**config.mk**
```make
export PLATFORM = sky130hd
export DESIGN_NAME = muldiv_sequencer
export DESIGN_NICKNAME = d
export VERILOG_FILES = /design/src/rtl/muldiv_pkg.sv /design/src/rtl/muldiv_datapath.sv /design/src/rtl/muldiv_sequencer.sv
export SDC_FILE = /design/constraint.sdc
export NUM_CORES = 1
export LEC_CHECK = 0
export BUFFER_PORTS_ARGS = -buffer_cell sky130_fd_sc_hd__buf_4
export CAP_MARGIN = 30
export CORE_UTILIZATION = 60
export DETAILED_ROUTE_END_ITERATION = 8
export PLACE_DENSITY = 0.8
export RECOVER_POWER = 25
export SLEW_MARGIN = 20
export SYNTH_ARGS = -nofsm -noshare
export SYNTH_HDL_FRONTEND = slang
export SYNTH_SLANG_ARGS = --single-unit
```
**constraint.sdc**
```tcl
create_clock -name clk -period 10.6 [get_ports clk]
set_input_delay 2.12 -clock clk [delete_from_list [all_inputs] [get_ports clk]]
set_output_delay 2.12 -clock clk [all_outputs]
set_load 0.01 [all_outputs]
```
**src/rtl/muldiv_pkg.sv**
```systemverilog
// muldiv_pkg: shared definitions for the iterative RV32M multiply/divide unit.
//   - XLEN_DEFAULT : default operand/result width
//   - state_t      : sequencer FSM states
//   - F3_*         : M-extension func3 operation codes
package muldiv_pkg;

    localparam int XLEN_DEFAULT = 32;

    typedef enum logic [1:0] {
        IDLE = 2'd0,
        CALC = 2'd1,
        FIX  = 2'd2,
        DONE = 2'd3
    } state_t;

    localparam logic [2:0] F3_MUL    = 3'b000;
    localparam logic [2:0] F3_MULH   = 3'b001;
    localparam logic [2:0] F3_MULHSU = 3'b010;
    localparam logic [2:0] F3_MULHU  = 3'b011;
    localparam logic [2:0] F3_DIV    = 3'b100;
    localparam logic [2:0] F3_DIVU   = 3'b101;
    localparam logic [2:0] F3_REM    = 3'b110;
    localparam logic [2:0] F3_REMU   = 3'b111;

endpackage

```
**src/rtl/muldiv_datapath.sv**
```systemverilog
// muldiv_datapath: shift-add multiplier / restoring divider on operand magnitudes,
// with sign correction and special-case resolution applied on the fix strobe.
// Ports:
//   clk, rst        : clock, asynchronous active-high reset
//   load            : capture func3, operand magnitudes and signs
//   step            : perform one multiply or divide iteration
//   fix             : sign-correct and register result
//   func3           : operation code (sampled on load)
//   op_a, op_b      : rs1 / rs2 values (sampled on load)
//   result          : final value, held until the next fix
module muldiv_datapath
    import muldiv_pkg::*;
#(
    parameter int XLEN = XLEN_DEFAULT
) (
    input  logic            clk,
    input  logic            rst,
    input  logic            load,
    input  logic            step,
    input  logic            fix,
    input  logic [2:0]      func3,
    input  logic [XLEN-1:0] op_a,
    input  logic [XLEN-1:0] op_b,
    output logic [XLEN-1:0] result
);

    localparam logic [XLEN-1:0] MIN_NEG = {1'b1, {(XLEN-1){1'b0}}};

    // hi:lo is the product during multiply; hi = remainder, lo = quotient during divide.
    logic [XLEN-1:0] hi, lo, b_mag;
    logic [2:0]      f3_q;
    logic            neg_a, neg_b, ovf;

    // Operand conditioning at load.
    logic            signed_a, signed_b, in_neg_a, in_neg_b;
    logic [XLEN-1:0] in_mag_a, in_mag_b;

    assign signed_a = !(func3 == F3_MULHU || func3 == F3_DIVU || func3 == F3_REMU);
    assign signed_b = (func3 == F3_MUL || func3 == F3_MULH ||
                       func3 == F3_DIV || func3 == F3_REM);
    assign in_neg_a = signed_a & op_a[XLEN-1];
    assign in_neg_b = signed_b & op_b[XLEN-1];
    assign in_mag_a = in_neg_a ? -op_a : op_a;
    assign in_mag_b = in_neg_b ? -op_b : op_b;

    // One iteration of each algorithm.
    logic [XLEN:0] mul_sum, div_shift, div_diff;

    assign mul_sum   = {1'b0, hi} + (lo[0] ? {1'b0, b_mag} : '0);
    assign div_shift = {hi, lo[XLEN-1]};
    assign div_diff  = div_shift - {1'b0, b_mag};

    // Sign correction and final selection.
    logic [2*XLEN-1:0] prod, prod_fixed;
    logic [XLEN-1:0]   quot_fixed, rem_fixed, fix_value;
    logic              div_zero;

    assign prod       = {hi, lo};
    assign prod_fixed = (neg_a ^ neg_b) ? -prod : prod;
    assign quot_fixed = (neg_a ^ neg_b) ? -lo : lo;
    // The remainder takes the dividend's sign; for divide-by-zero this reproduces opA.
    assign rem_fixed  = neg_a ? -hi : hi;
    assign div_zero   = (b_mag == '0);

    always_comb begin
        // NOTE: a default before the case keeps every path assigned, so no latch is inferred.
        fix_value = quot_fixed;
        unique case (f3_q)
            F3_MUL:                       fix_value = prod_fixed[XLEN-1:0];
            F3_MULH, F3_MULHSU, F3_MULHU: fix_value = prod_fixed[2*XLEN-1:XLEN];
            F3_DIV, F3_DIVU: begin
                if (div_zero)  fix_value = '1;
                else if (ovf)  fix_value = MIN_NEG;
                else           fix_value = quot_fixed;
            end
            F3_REM, F3_REMU: begin
                if (div_zero)  fix_value = rem_fixed;
                else if (ovf)  fix_value = '0;
                else           fix_value = rem_fixed;
            end
            default:                      fix_value = quot_fixed;
        endcase
    end

    always_ff @(posedge clk or posedge rst) begin
        // NOTE: state updates use non-blocking assignments so every register sees pre-edge values.
        if (rst) begin
            hi     <= '0;
            lo     <= '0;
            b_mag  <= '0;
            f3_q   <= '0;
            neg_a  <= 1'b0;
            neg_b  <= 1'b0;
            ovf    <= 1'b0;
            result <= '0;
        end else begin
            if (load) begin
                hi    <= '0;
                lo    <= in_mag_a;
                b_mag <= in_mag_b;
                f3_q  <= func3;
                neg_a <= in_neg_a;
                neg_b <= in_neg_b;
                // Only the signed divides can overflow.
                ovf   <= signed_b && (op_a == MIN_NEG) && (&op_b);
            end else if (step) begin
                if (f3_q[2]) begin
                    hi <= div_diff[XLEN] ? div_shift[XLEN-1:0] : div_diff[XLEN-1:0];
                    lo <= {lo[XLEN-2:0], ~div_diff[XLEN]};
                end else begin
                    hi <= mul_sum[XLEN:1];
                    lo <= {mul_sum[0], lo[XLEN-1:1]};
                end
            end
            if (fix) begin
                result <= fix_value;
            end
        end
    end

endmodule

```
**src/rtl/muldiv_sequencer.sv**
```systemverilog
// muldiv_sequencer: RV32M multiply/divide unit with control FSM. Holds the
// pipeline via stall until the fixed-latency (XLEN+2 cycle) result is ready.
// Ports:
//   clk, reset       : clock, asynchronous active-high reset
//   start            : M-type instruction in execute, held until done
//   func3            : operation code
//   opA, opB         : rs1 / rs2, sampled at accept
//   kill             : pipeline flush, aborts any operation
//   stall            : freeze PC and IF/ID/EX registers
//   busy             : FSM not in IDLE
//   done             : one-cycle pulse, result valid
//   result           : final value, held until the next operation completes
module muldiv_sequencer
    import muldiv_pkg::*;
#(
    parameter int XLEN = XLEN_DEFAULT
) (
    input  logic            clk,
    input  logic            reset,
    input  logic            start,
    input  logic [2:0]      func3,
    input  logic [XLEN-1:0] opA,
    input  logic [XLEN-1:0] opB,
    input  logic            kill,
    output logic            stall,
    output logic            busy,
    output logic            done,
    output logic [XLEN-1:0] result
);

    localparam int CW = $clog2(XLEN);

    state_t          state, state_next;
    logic [CW-1:0]   count, count_next;
    logic            load, step, fix;

    always_comb begin
        state_next = state;
        count_next = count;
        load       = 1'b0;
        step       = 1'b0;
        fix        = 1'b0;
        unique case (state)
            IDLE: begin
                if (start) begin
                    state_next = CALC;
                    count_next = CW'(XLEN - 1);
                    load       = 1'b1;
                end
            end
            CALC: begin
                step       = 1'b1;
                count_next = count - 1'b1;
                // The edge that sees 0 still performs the last iteration.
                if (count == '0) begin
                    state_next = FIX;
                    count_next = '0;
                end
            end
            FIX: begin
                fix        = 1'b1;
                state_next = DONE;
            end
            DONE: state_next = IDLE;
            default: state_next = IDLE;
        endcase
        // Flush overrides everything; dropping fix leaves result untouched.
        if (kill) begin
            state_next = IDLE;
            count_next = '0;
            load       = 1'b0;
            step       = 1'b0;
            fix        = 1'b0;
        end
    end

    always_ff @(posedge clk or posedge reset) begin
        if (reset) begin
            state <= IDLE;
            count <= '0;
        end else begin
            state <= state_next;
            count <= count_next;
        end
    end

    assign busy  = (state != IDLE);
    assign done  = (state == DONE) & ~kill;
    assign stall = ~reset & (((state == IDLE) & start) | (state == CALC) | (state == FIX));

    muldiv_datapath #(.XLEN(XLEN)) u_datapath (
        .clk    (clk),
        .rst    (reset),
        .load   (load),
        .step   (step),
        .fix    (fix),
        .func3  (func3),
        .op_a   (opA),
        .op_b   (opB),
        .result (result)
    );

endmodule

```
==> results.yml, run 1 <==
timing:
  clock_skew_ns: 0.0195
  post-route-period-util: 0.459
  finalWorstSetupSlack_ns: 5.74
  fin_setup_tns_ns: 0
  post-route-min-period_ns: 4.86
  worstMarginPinSlew_ns: 3.50
  rsz0062_at_grt: "no"
  max_freq_mhz: 206
  hold_violations: 0
  max-slew-margin-rel: -1.35
  slew_viol_final: 76
  setup_viol_count_final: 0
synthesis:
  synth.area.mux_share: 0.0437
  avgSynthCellArea_um2: 7.64
  synth_fa_ha_area_frac: 0.0699
  synth_cell_type_count: 76
  synthTopCellsByCount: "nand2_1 (207), o21ai_0 (200), nor2_1 (169)"
  synth_nets: 1980
  synth_compound_area_frac: 0.271
  synth.most_common_cell: "nand2_1"
  synth_top_family_by_area: "compound AO/OA/AOI/OAI gates"
  yosys_warnings: 0
  ys_async_sr_fraction: 1.00
  synth_flop_cell: "dfrtp_1"
  synth_top_area_frac: 0.252
  synthesis.area_um2: 14000
  synth_edf_count: 0
  synthSimpleGateAreaFrac: 0.192
  synth.area.top_cells: "dfrtp_1 (25%), o21ai_0 (7.2%), ha_1 (6.7%)"
  yosysTopAreaCell: "dfrtp_1"
  synth-seq-cells: 141
  synth_xor_area_frac: 0.119
  syn_inst: 1832
  synth_seq_area_share: 0.252
clock_tree:
  cts_tree: "done"
  h-tree-depth: 4
  clock_path_buffers: 2
  cts_resized: 0
  postCtsSetupBuffers: 0
  cts_made_buffers: 17
  clk_pin_slew_ns: 0.06
  clockRootBuffer: "clkbuf_16"
  cts_hold_buffers: 0
  insertion_delay_ns: 0.43
  clock-sinks: 141
critical_path:
  crit_arrival_ns: 2.74
  slowest_delay_ns: 0.17
  setup.worst_path.end_class: "output pin"
  path_delay_family: "buffers and inverters"
  worstSetupPathType: "in -> out"
  rr_worst_depth: 13
  start_kind: "input pin"
  regToRegSetupSlack_ns: 6.02
  path_depth: 4
  cp.buffers_inverters: 2
  cp_max_fo: 6
  crit_path_top_delay_cell: "nand2_1"
  cp_cell_sequence: "clkbuf_1 -> nand2_1 -> a21oi_1 -> buf_4"
  critPathRequiredTime_ns: 8.48
finish:
  ff_latch_area_um2: 3530
  final_nets: 2006
  multiInputGateArea_um2: 9780
  drive_gt1_frac: 0.0973
  layoutNonFillerInstCount: 2183
  antenna_cells: 0
  num-fill-cells: 1920
  syn_to_final_growth_pct: 10.4
  finalInstanceArea_um2: 15400
global_routing:
  antenna_found_initial: 0
  grt_pass1_wl_um: 68100
  grt_max_degree: 76
  gr-total-overflow: 0
  groute.usage.overall: 0.360
  grt_pass1_vias: 13000
status:
  violations: "max-capacitance violations, max-slew violations"
  status: "finished, violations left"
drt:
  drt-initial-drc-count: 1338
  vias_per_cell: 6.56
  ant_nets: 0
  dr.pass1.iters: 8
  drc: 0
  vias: 14300
  wl_um: 43000
  wire_per_inst_um: 19.7
floorplan:
  rows: 55
  core_area_um2: 22800
  die_h_um: 155
  ios: 106
  chipWidth_um: 155
  dieArea_um2: 23900
  initial_core_util: 0.614
worst_hold_path:
  whs_path_depth: 2
  hold_path.class: "reg -> reg"
place:
  dp_hpwl_um: 31700
  dp_cells: 2151
  port_buffers: 105
  place_area_um2: 14900
  gp_congestion: 0.956
  place_ws_ns: 5.85
power:
  ir_worst_vdd_uv: 182
  combPwrFrac: 0.681
  leakagePower_nw: 6.64
  power.switching_w: 0.00297
  power_density_nw_per_um2: 360
  power.internal_w: 0.00259
  clockPowerShare: 0.102
  swShare: 0.533
  seq_power_share: 0.217
job:
  cap_violations: 1
-- placed cells by master (no fill, tap or decap), types with 19 or more instances in the layout --
| cell type | count |
|---|---|
| mux2i_1 | 60 |
| nor2_1 | 166 |
| buf_4 | 117 |
| dfrtp_1 | 140 |
| nand2b_1 | 29 |
| a21o_1 | 27 |
| o21ai_0 | 201 |
| inv_1 | 68 |
| o31ai_1 | 25 |
| nor3_1 | 41 |
| ha_1 | 75 |
| nand3_1 | 23 |
| xnor2_1 | 105 |
| o211ai_1 | 45 |
| nor4_1 | 21 |
| a22oi_1 | 19 |
| nand2_1 | 207 |
| xor2_1 | 82 |
| a21oi_1 | 134 |
-- through the flow --
step	utilization	power [W]	hold WS, ns
4_1_cts	0.678	0.00543	0.475
3_5_place_dp	0.655	0.00484	0.462
6_report	0.678	0.00556	0.477
2_1_floorplan	-	0.00386	0.472
3_3_place_gp	0.652	0.00473	0.460
5_1_grt	0.678	0.00595	0.488
-- state kept, by name (all words and copies together), names as in the netlist --
register           flops
u_datapath.ovf         1
u_datapath.neg_a       1
u_datapath.hi         32
u_datapath.lo         32
u_datapath.result     32
u_datapath.f3_q        3
state                  2
count                  5
u_datapath.neg_b       1
u_datapath.b_mag      32
-- worst register-to-register path: cells and delay by family (launching register included) --
family	cells	cell delay, ns
and+or+nand+nor	3	0.57
adders and majority gates	1	0.37
buffers and inverters	1	0.48
DFF	1	0.49
AOI/OAI and AO/OA	7	2.34
muxes	1	0.18
-- final timing paths --
| path | end | start |
|---|---|---|
| hold / removal | u_datapath.result[3]$_DFFE_PP0P_ | u_datapath.result[3]$_DFFE_PP0P_ |
| max in group asynchronous | u_datapath.result[6]$_DFFE_PP0P_ | reset |
| setup / recovery | stall | start |
| hold reg to reg | u_datapath.result[3]$_DFFE_PP0P_ | u_datapath.result[3]$_DFFE_PP0P_ |
| min in group asynchronous | state[0]$_DFFE_PP0P_ | reset |
| setup reg to reg | u_datapath.hi[30]$_DFFE_PP0P_ | u_datapath.lo[0]$_DFFE_PP0P_ |
-- cell type report --
cell class | count | share of cell area
clock buffers | 20 | 0.0283
flip-flops and latches | 141 | 0.229
repair buffers | 122 | 0.0614
clock inverters | 11 | 0.00632
inverters | 69 | 0.0169
multi-input cells | 1507 | 0.633
well taps | 313 | 0.0254
-- metal layers --
layer	up-vias	wire, µm	global-route usage
li1	6670	-	-
met1	6721	18200	0.501
met2	807	19000	0.555
met3	126	4050	0.0563
met4	0	1640	0.152
met5	-	0	0
-- logic make-up (layout without fill, tap and decap cells) --
group / count (synthesis) / in the layout
adders and majority gates: 77 / 77
AOI/OAI and AO/OA: 601 / 601
buffers and inverters: 184 / 222
muxes: 61 / 61
DFF: 141 / 141
and+or+nand+nor: 578 / 578
xor gates and xnor gates: 190 / 190
-- power by group through the flow --
stage               Combinational [W]  Sequential [W]  Clock (W)
finish                        0.00379         0.00121   0.000567
global route                  0.00413         0.00123   0.000589
CTS                           0.00367         0.00119   0.000565
detailed placement            0.00365         0.00119          0
global placement              0.00355         0.00118          0
floorplan                     0.00287        0.000991          0
Power figures use the tool's default switching activity.
==> inputs of run 2 (changes only) <==
==> constraint.sdc (replaced) <==
create_clock -name clk -period 5.1 [get_ports clk]
set_input_delay 1.02 -clock clk [delete_from_list [all_inputs] [get_ports clk]]
set_output_delay 1.02 -clock clk [all_outputs]
set_load 0.01 [all_outputs]
==> results.yml, run 2 (synthesis results as in run 1) <==
status:
  status: "finished, violations left"
  violations: "max-capacitance violations, max-slew violations"
timing:
  post-route-min-period_ns: 4.33
  max-slew-margin-rel: -0.159
  worstMarginPinSlew_ns: 1.74
  setup_viol_count_final: 0
  fin_setup_tns_ns: 0
  slew_viol_final: 106
  post-route-period-util: 0.849
  hold_violations: 0
  max_freq_mhz: 231
  rsz0062_at_grt: "no"
  clock_skew_ns: 0.0143
critical_path:
  crit_start: "u_datapath.hi[0]$_DFFE_PP0P_"
  crit_top_cell: "a21oi_1"
  crit_path_top_delay_cell: "a41oi_1"
  reg2reg_to: "u_datapath.hi[19]$_DFFE_PP0P_"
  cp-endpoint: "u_datapath.hi[19]$_DFFE_PP0P_"
  start_kind: "register"
  setup.worst_path.end_class: "register"
  slowest_delay_ns: 0.56
  cp_max_fo: 11
  critPathRequiredTime_ns: 5.42
  rr_worst_depth: 13
  regToRegSetupSlack_ns: 0.77
  cp_cell_sequence: "inv_1 -> fa_1 -> nand2b_1 -> a21oi_1 -> o21ai_1 -> o31ai_1 -> a21oi_1 -> a41oi_1 -> xnor2_2 -> buf_4 -> mux2i_1 -> nand2_1 -> a32o_1"
  worstSetupPathType: "reg -> reg"
  r2r-start: "u_datapath.hi[0]$_DFFE_PP0P_"
  crit_arrival_ns: 4.65
global_routing:
  met3_usage: 0.0678
  grt_use_met1: 0.518
  grt_max_degree: 104
  groute.usage.overall: 0.373
  grt_pass1_wl_um: 70400
  grt-busiest-layer: "met2"
  use_met2: 0.571
  grt_pass1_vias: 13300
  antenna_found_initial: 0
  gr-total-overflow: 0
clock_tree:
  insertion_delay_ns: 0.43
  clockRootBuffer: "clkbuf_16"
  cts_made_buffers: 17
  postCtsSetupBuffers: 0
  clock-sinks: 141
  cts_hold_buffers: 0
  clock_path_buffers: 2
  cts_tree: "done"
  cts_resized: 0
  h-tree-depth: 4
  clk_pin_slew_ns: 0.06
power:
  swShare: 0.529
  seq_power_share: 0.207
  ir_worst_vdd_uv: 410
  clockPowerShare: 0.112
  leakagePower_nw: 6.74
  combPwrFrac: 0.681
  power_density_nw_per_um2: 756
  power.internal_w: 0.00555
  power.switching_w: 0.00624
place:
  port_buffers: 105
  gp_congestion: 0.976
  dp_hpwl_um: 33100
drt:
  drt-initial-drc-count: 1577
  vias: 14200
  ant_nets: 0
  vias_per_cell: 6.48
  dr.pass1.iters: 9
  wire_per_inst_um: 20.1
  drc: 0
  wl_um: 44100
job:
  cap_violations: 2
finish:
  layout_commonest_cell: "nand2_1"
  syn_to_final_growth_pct: 11.5
  final_nets: 2020
  layout_common_cells: "nand2_1 (207), o21ai_0 (200), nor2_1 (166)"
  antenna_cells: 0
  num-fill-cells: 1926
  drive_gt1_frac: 0.105
  finish.utilization: 0.685
floorplan:
  die_h_um: 155
  rows: 55
  core_area_um2: 22800
  dieArea_um2: 23900
  chipWidth_um: 155
  ios: 106
  initial_core_util: 0.614
worst_hold_path:
  hold_path.class: "reg -> reg"
run 2: worst min-delay path by stage:
stage / startpoint / endpoint / slack [ns] / depth (start not counted)
5_1_grt: u_datapath.result[3]$_DFFE_PP0P_ / u_datapath.result[3]$_DFFE_PP0P_ / 0.48 / 2
4_1_cts: u_datapath.result[3]$_DFFE_PP0P_ / u_datapath.result[3]$_DFFE_PP0P_ / 0.47 / 2
3_5_place_dp: u_datapath.result[3]$_DFFE_PP0P_ / u_datapath.result[3]$_DFFE_PP0P_ / 0.46 / 2
3_3_place_gp: u_datapath.result[3]$_DFFE_PP0P_ / u_datapath.result[3]$_DFFE_PP0P_ / 0.46 / 2
2_1_floorplan: u_datapath.b_mag[15]$_DFFE_PP0P_ / u_datapath.b_mag[15]$_DFFE_PP0P_ / 0.47 / 2
6_report: u_datapath.result[3]$_DFFE_PP0P_ / u_datapath.result[3]$_DFFE_PP0P_ / 0.47 / 2
run 2: metrics by stage:
stage	power, W	worst slack [ns]	instances	hold slack [ns]	instance area [µm²]
3_5_place_dp	0.0102	0.909	2165	0.459	15000
2_1_floorplan	0.00802	0.299	1832	0.472	14000
5_1_grt	0.0126	0.517	2197	0.483	15600
6_report	0.0118	0.768	2197	0.467	15600
4_1_cts	0.0116	0.902	2196	0.473	15600
3_3_place_gp	0.0100	1.04	2163	0.459	15000
run 2: cell type report:
class / count / area, µm² / area share
sequential: 141 / 3530 / 0.226
inverter: 69 / 260 / 0.0167
tap: 313 / 392 / 0.0251
multi-input combinational: 1507 / 9780 / 0.627
timing repair buffer: 136 / 1030 / 0.0663
clock buffer: 20 / 447 / 0.0286
clock inverter: 11 / 158 / 0.0101
run 2: power by group through the flow:
stage                     logic (W)  clock network (W)  registers, W
after floorplan             0.00596                  0       0.00206
after global placement      0.00760                  0       0.00240
after detailed placement    0.00776                  0       0.00242
after CTS                   0.00783            0.00132       0.00240
after global routing        0.00875            0.00136       0.00250
final                       0.00803            0.00131       0.00245
run 2: layer usage:
metal,part of all wire,vias to the layer above
met1,0.42,6613
met4,0.040,0
met2,0.44,797
met3,0.099,131
met5,0,-
li1,-,6703
run 2: worst max-delay path, delay by kind of cell (launching register included):
family / cells / cell delay (ns)
buffers and inverters: 2 / 0.53
AOI/OAI and AO/OA: 6 / 1.92
and+or+nand+nor: 2 / 0.27
adders and majority gates: 1 / 0.44
muxes: 1 / 0.21
xor gates and xnor gates: 1 / 0.34
DFF: 1 / 0.52
==> inputs of run 3 (changes only) <==
--- a/config.mk
+++ b/config.mk
@@ -7,9 +7,9 @@
 export LEC_CHECK = 0
 export BUFFER_PORTS_ARGS = -buffer_cell sky130_fd_sc_hd__buf_4
 export CAP_MARGIN = 30
-export CORE_UTILIZATION = 60
+export CORE_UTILIZATION = 56
 export DETAILED_ROUTE_END_ITERATION = 8
-export PLACE_DENSITY = 0.8
+export PLACE_DENSITY = 0.78
 export RECOVER_POWER = 25
 export SLEW_MARGIN = 20
 export SYNTH_ARGS = -nofsm -noshare
==> constraint.sdc (replaced) <==
create_clock -name clk -period 3.9 [get_ports clk]
set_input_delay 0.78 -clock clk [delete_from_list [all_inputs] [get_ports clk]]
set_output_delay 0.78 -clock clk [all_outputs]
set_load 0.01 [all_outputs]
==> results.yml, run 3 (synthesis results as in run 1) <==
place:
  port_buffers: 105
  dp_cells: 2203
  dp_hpwl_um: 33600
  gp_congestion: 1.01
critical_path:
  critPathRequiredTime_ns: 4.20
  slowest_delay_ns: 0.42
  crit_top_cell: "buf_4"
  r2r-start: "u_datapath.lo[0]$_DFFE_PP0P_"
  regToRegSetupSlack_ns: 0.21
  reg2reg_to: "u_datapath.hi[30]$_DFFE_PP0P_"
  rr_worst_depth: 15
  setup.worst_path.end_class: "register"
  crit_arrival_ns: 3.99
  path_delay_family: "compound AO/OA/AOI/OAI gates"
  start_kind: "register"
  cp.buffers_inverters: 3
  crit_path_top_delay_cell: "a2111oi_0"
  cp_cell_sequence: "buf_4 -> nand2_1 -> inv_1 -> ha_1 -> a211oi_1 -> o21ai_0 -> a22o_1 -> a2111oi_0 -> buf_4 -> nor3_1 -> nor2_1 -> o21ai_1 -> a221o_1 -> mux2i_1 -> o211ai_1"
  worstSetupPathType: "reg -> reg"
  cp_max_fo: 7
finish:
  layoutNonFillerInstCount: 2239
  drive_gt1_frac: 0.119
  layout_commonest_cell: "nand2_1"
  final_nets: 2049
  ff_latch_area_um2: 3530
  syn_to_final_growth_pct: 13.1
  layout_common_cells: "nand2_1 (207), o21ai_0 (200), nor2_1 (167)"
  multiInputGateArea_um2: 9790
  num-fill-cells: 2124
clock_tree:
  clock-sinks: 141
  cts_tree: "done"
  clockRootBuffer: "clkbuf_16"
  h-tree-depth: 4
  cts_resized: 0
  insertion_delay_ns: 0.44
  clk_pin_slew_ns: 0.07
  postCtsSetupBuffers: 0
  cts_made_buffers: 17
  cts_hold_buffers: 0
  clock_path_buffers: 2
power:
  power.switching_w: 0.00821
  swShare: 0.529
  combPwrFrac: 0.697
  power.internal_w: 0.00730
  ir_worst_vdd_uv: 557
  power_density_nw_per_um2: 980
  seq_power_share: 0.200
  clockPowerShare: 0.103
  leakagePower_nw: 6.85
global_routing:
  groute.usage.overall: 0.350
  antenna_found_initial: 2
  grt_max_degree: 71
  gr-total-overflow: 0
  grt_pass1_vias: 13800
  grt_pass1_wl_um: 71800
floorplan:
  ios: 106
  dieArea_um2: 25600
  core_area_um2: 24400
  rows: 57
  initial_core_util: 0.574
  chipWidth_um: 160
  die_h_um: 160
worst_hold_path:
  hold_path.class: "in -> async"
timing:
  max-slew-margin-rel: -0.223
  hold_violations: 0
  setup_viol_count_final: 0
  post-route-period-util: 0.945
  max_freq_mhz: 271
  fin_setup_tns_ns: 0
  worstMarginPinSlew_ns: 1.83
  clock_skew_ns: 0.0149
  post-route-min-period_ns: 3.69
  slew_viol_final: 103
  rsz0062_at_grt: "no"
drt:
  wl_um: 44900
  dr.pass1.iters: 6
  drc: 0
  vias_per_cell: 6.46
  vias: 14500
  drt-initial-drc-count: 1474
  wire_per_inst_um: 20.0
  ant_nets: 0
status:
  violations: "max-capacitance violations, max-slew violations"
  status: "finished, violations left"
job:
  cap_violations: 2
run 3: cell types whose count changed in the layout (fill, tap and decap cells not counted), moves of 2 or more:
cell / previous run / this run
clkinvlp_4: 2 / 6
clkbuf_1: 3 / 5
buf_6: 0 / 3
buf_12: 1 / 4
buf_4: 132 / 155
bufinv_16: 3 / 1
run 3: per-stage QoR:
step | utilization | setup slack (ns) | area [µm²] | hold slack [ns] | power [W]
2_1_floorplan | - | 0.303 | 14000 | 0.472 | 0.0105
3_3_place_gp | 0.625 | 0.247 | 15300 | 0.468 | 0.0133
3_5_place_dp | 0.625 | 0.157 | 15300 | 0.471 | 0.0135
4_1_cts | 0.648 | 0.109 | 15800 | 0.484 | 0.0151
5_1_grt | 0.649 | 0.0268 | 15800 | 0.296 | 0.0166
6_report | 0.649 | 0.214 | 15800 | 0.290 | 0.0155
run 3: power by group through the flow:
stage	clock [W]	combinational [W]	sequential, W
after floorplan	0	0.00779	0.00269
after global placement	0	0.0102	0.00305
after detailed placement	0	0.0104	0.00307
after CTS	0.00159	0.0105	0.00305
after global routing	0.00165	0.0118	0.00318
final	0.00159	0.0108	0.00310
run 3: worst max-delay path by stage:
stage,to,cells past startpoint,slack [ns],from
after floorplan,u_datapath.hi[30]$_DFFE_PP0P_,14,0.30,u_datapath.lo[0]$_DFFE_PP0P_
after global placement,u_datapath.hi[21]$_DFFE_PP0P_,14,0.25,u_datapath.lo[31]$_DFFE_PP0P_
after detailed placement,u_datapath.hi[21]$_DFFE_PP0P_,14,0.16,u_datapath.lo[31]$_DFFE_PP0P_
after CTS,u_datapath.hi[21]$_DFFE_PP0P_,14,0.11,u_datapath.lo[31]$_DFFE_PP0P_
after global routing,u_datapath.hi[30]$_DFFE_PP0P_,15,0.03,u_datapath.lo[0]$_DFFE_PP0P_
final,u_datapath.hi[30]$_DFFE_PP0P_,15,0.21,u_datapath.lo[0]$_DFFE_PP0P_
run 3: worst register-to-register path, cell delays in order, from the launching register on:
cell and delay [ns]:
dfrtp_1 0.38, buf_4 0.16, nand2_1 0.10, inv_1 0.05, ha_1 0.28, a211oi_1 0.38, o21ai_0 0.25, a22o_1 0.32
a2111oi_0 0.43, buf_4 0.19, nor3_1 0.08, nor2_1 0.17, o21ai_1 0.15, a221o_1 0.36, mux2i_1 0.15, o211ai_1 0.10
run 3: cell type report:
type / instances / area share
antenna: 1 / 0.000158
clock buffer: 20 / 0.0276
clock inverter: 12 / 0.00727
inverter: 69 / 0.0164
multi-input combinational: 1507 / 0.618
sequential: 141 / 0.223
tap: 324 / 0.0256
timing repair buffer: 165 / 0.0815
run 3: layer usage:
metal	track usage	routed length (µm)
met1	0.477	19200
met2	0.539	20100
met3	0.0657	3840
met4	0.157	1770
met5	0	0
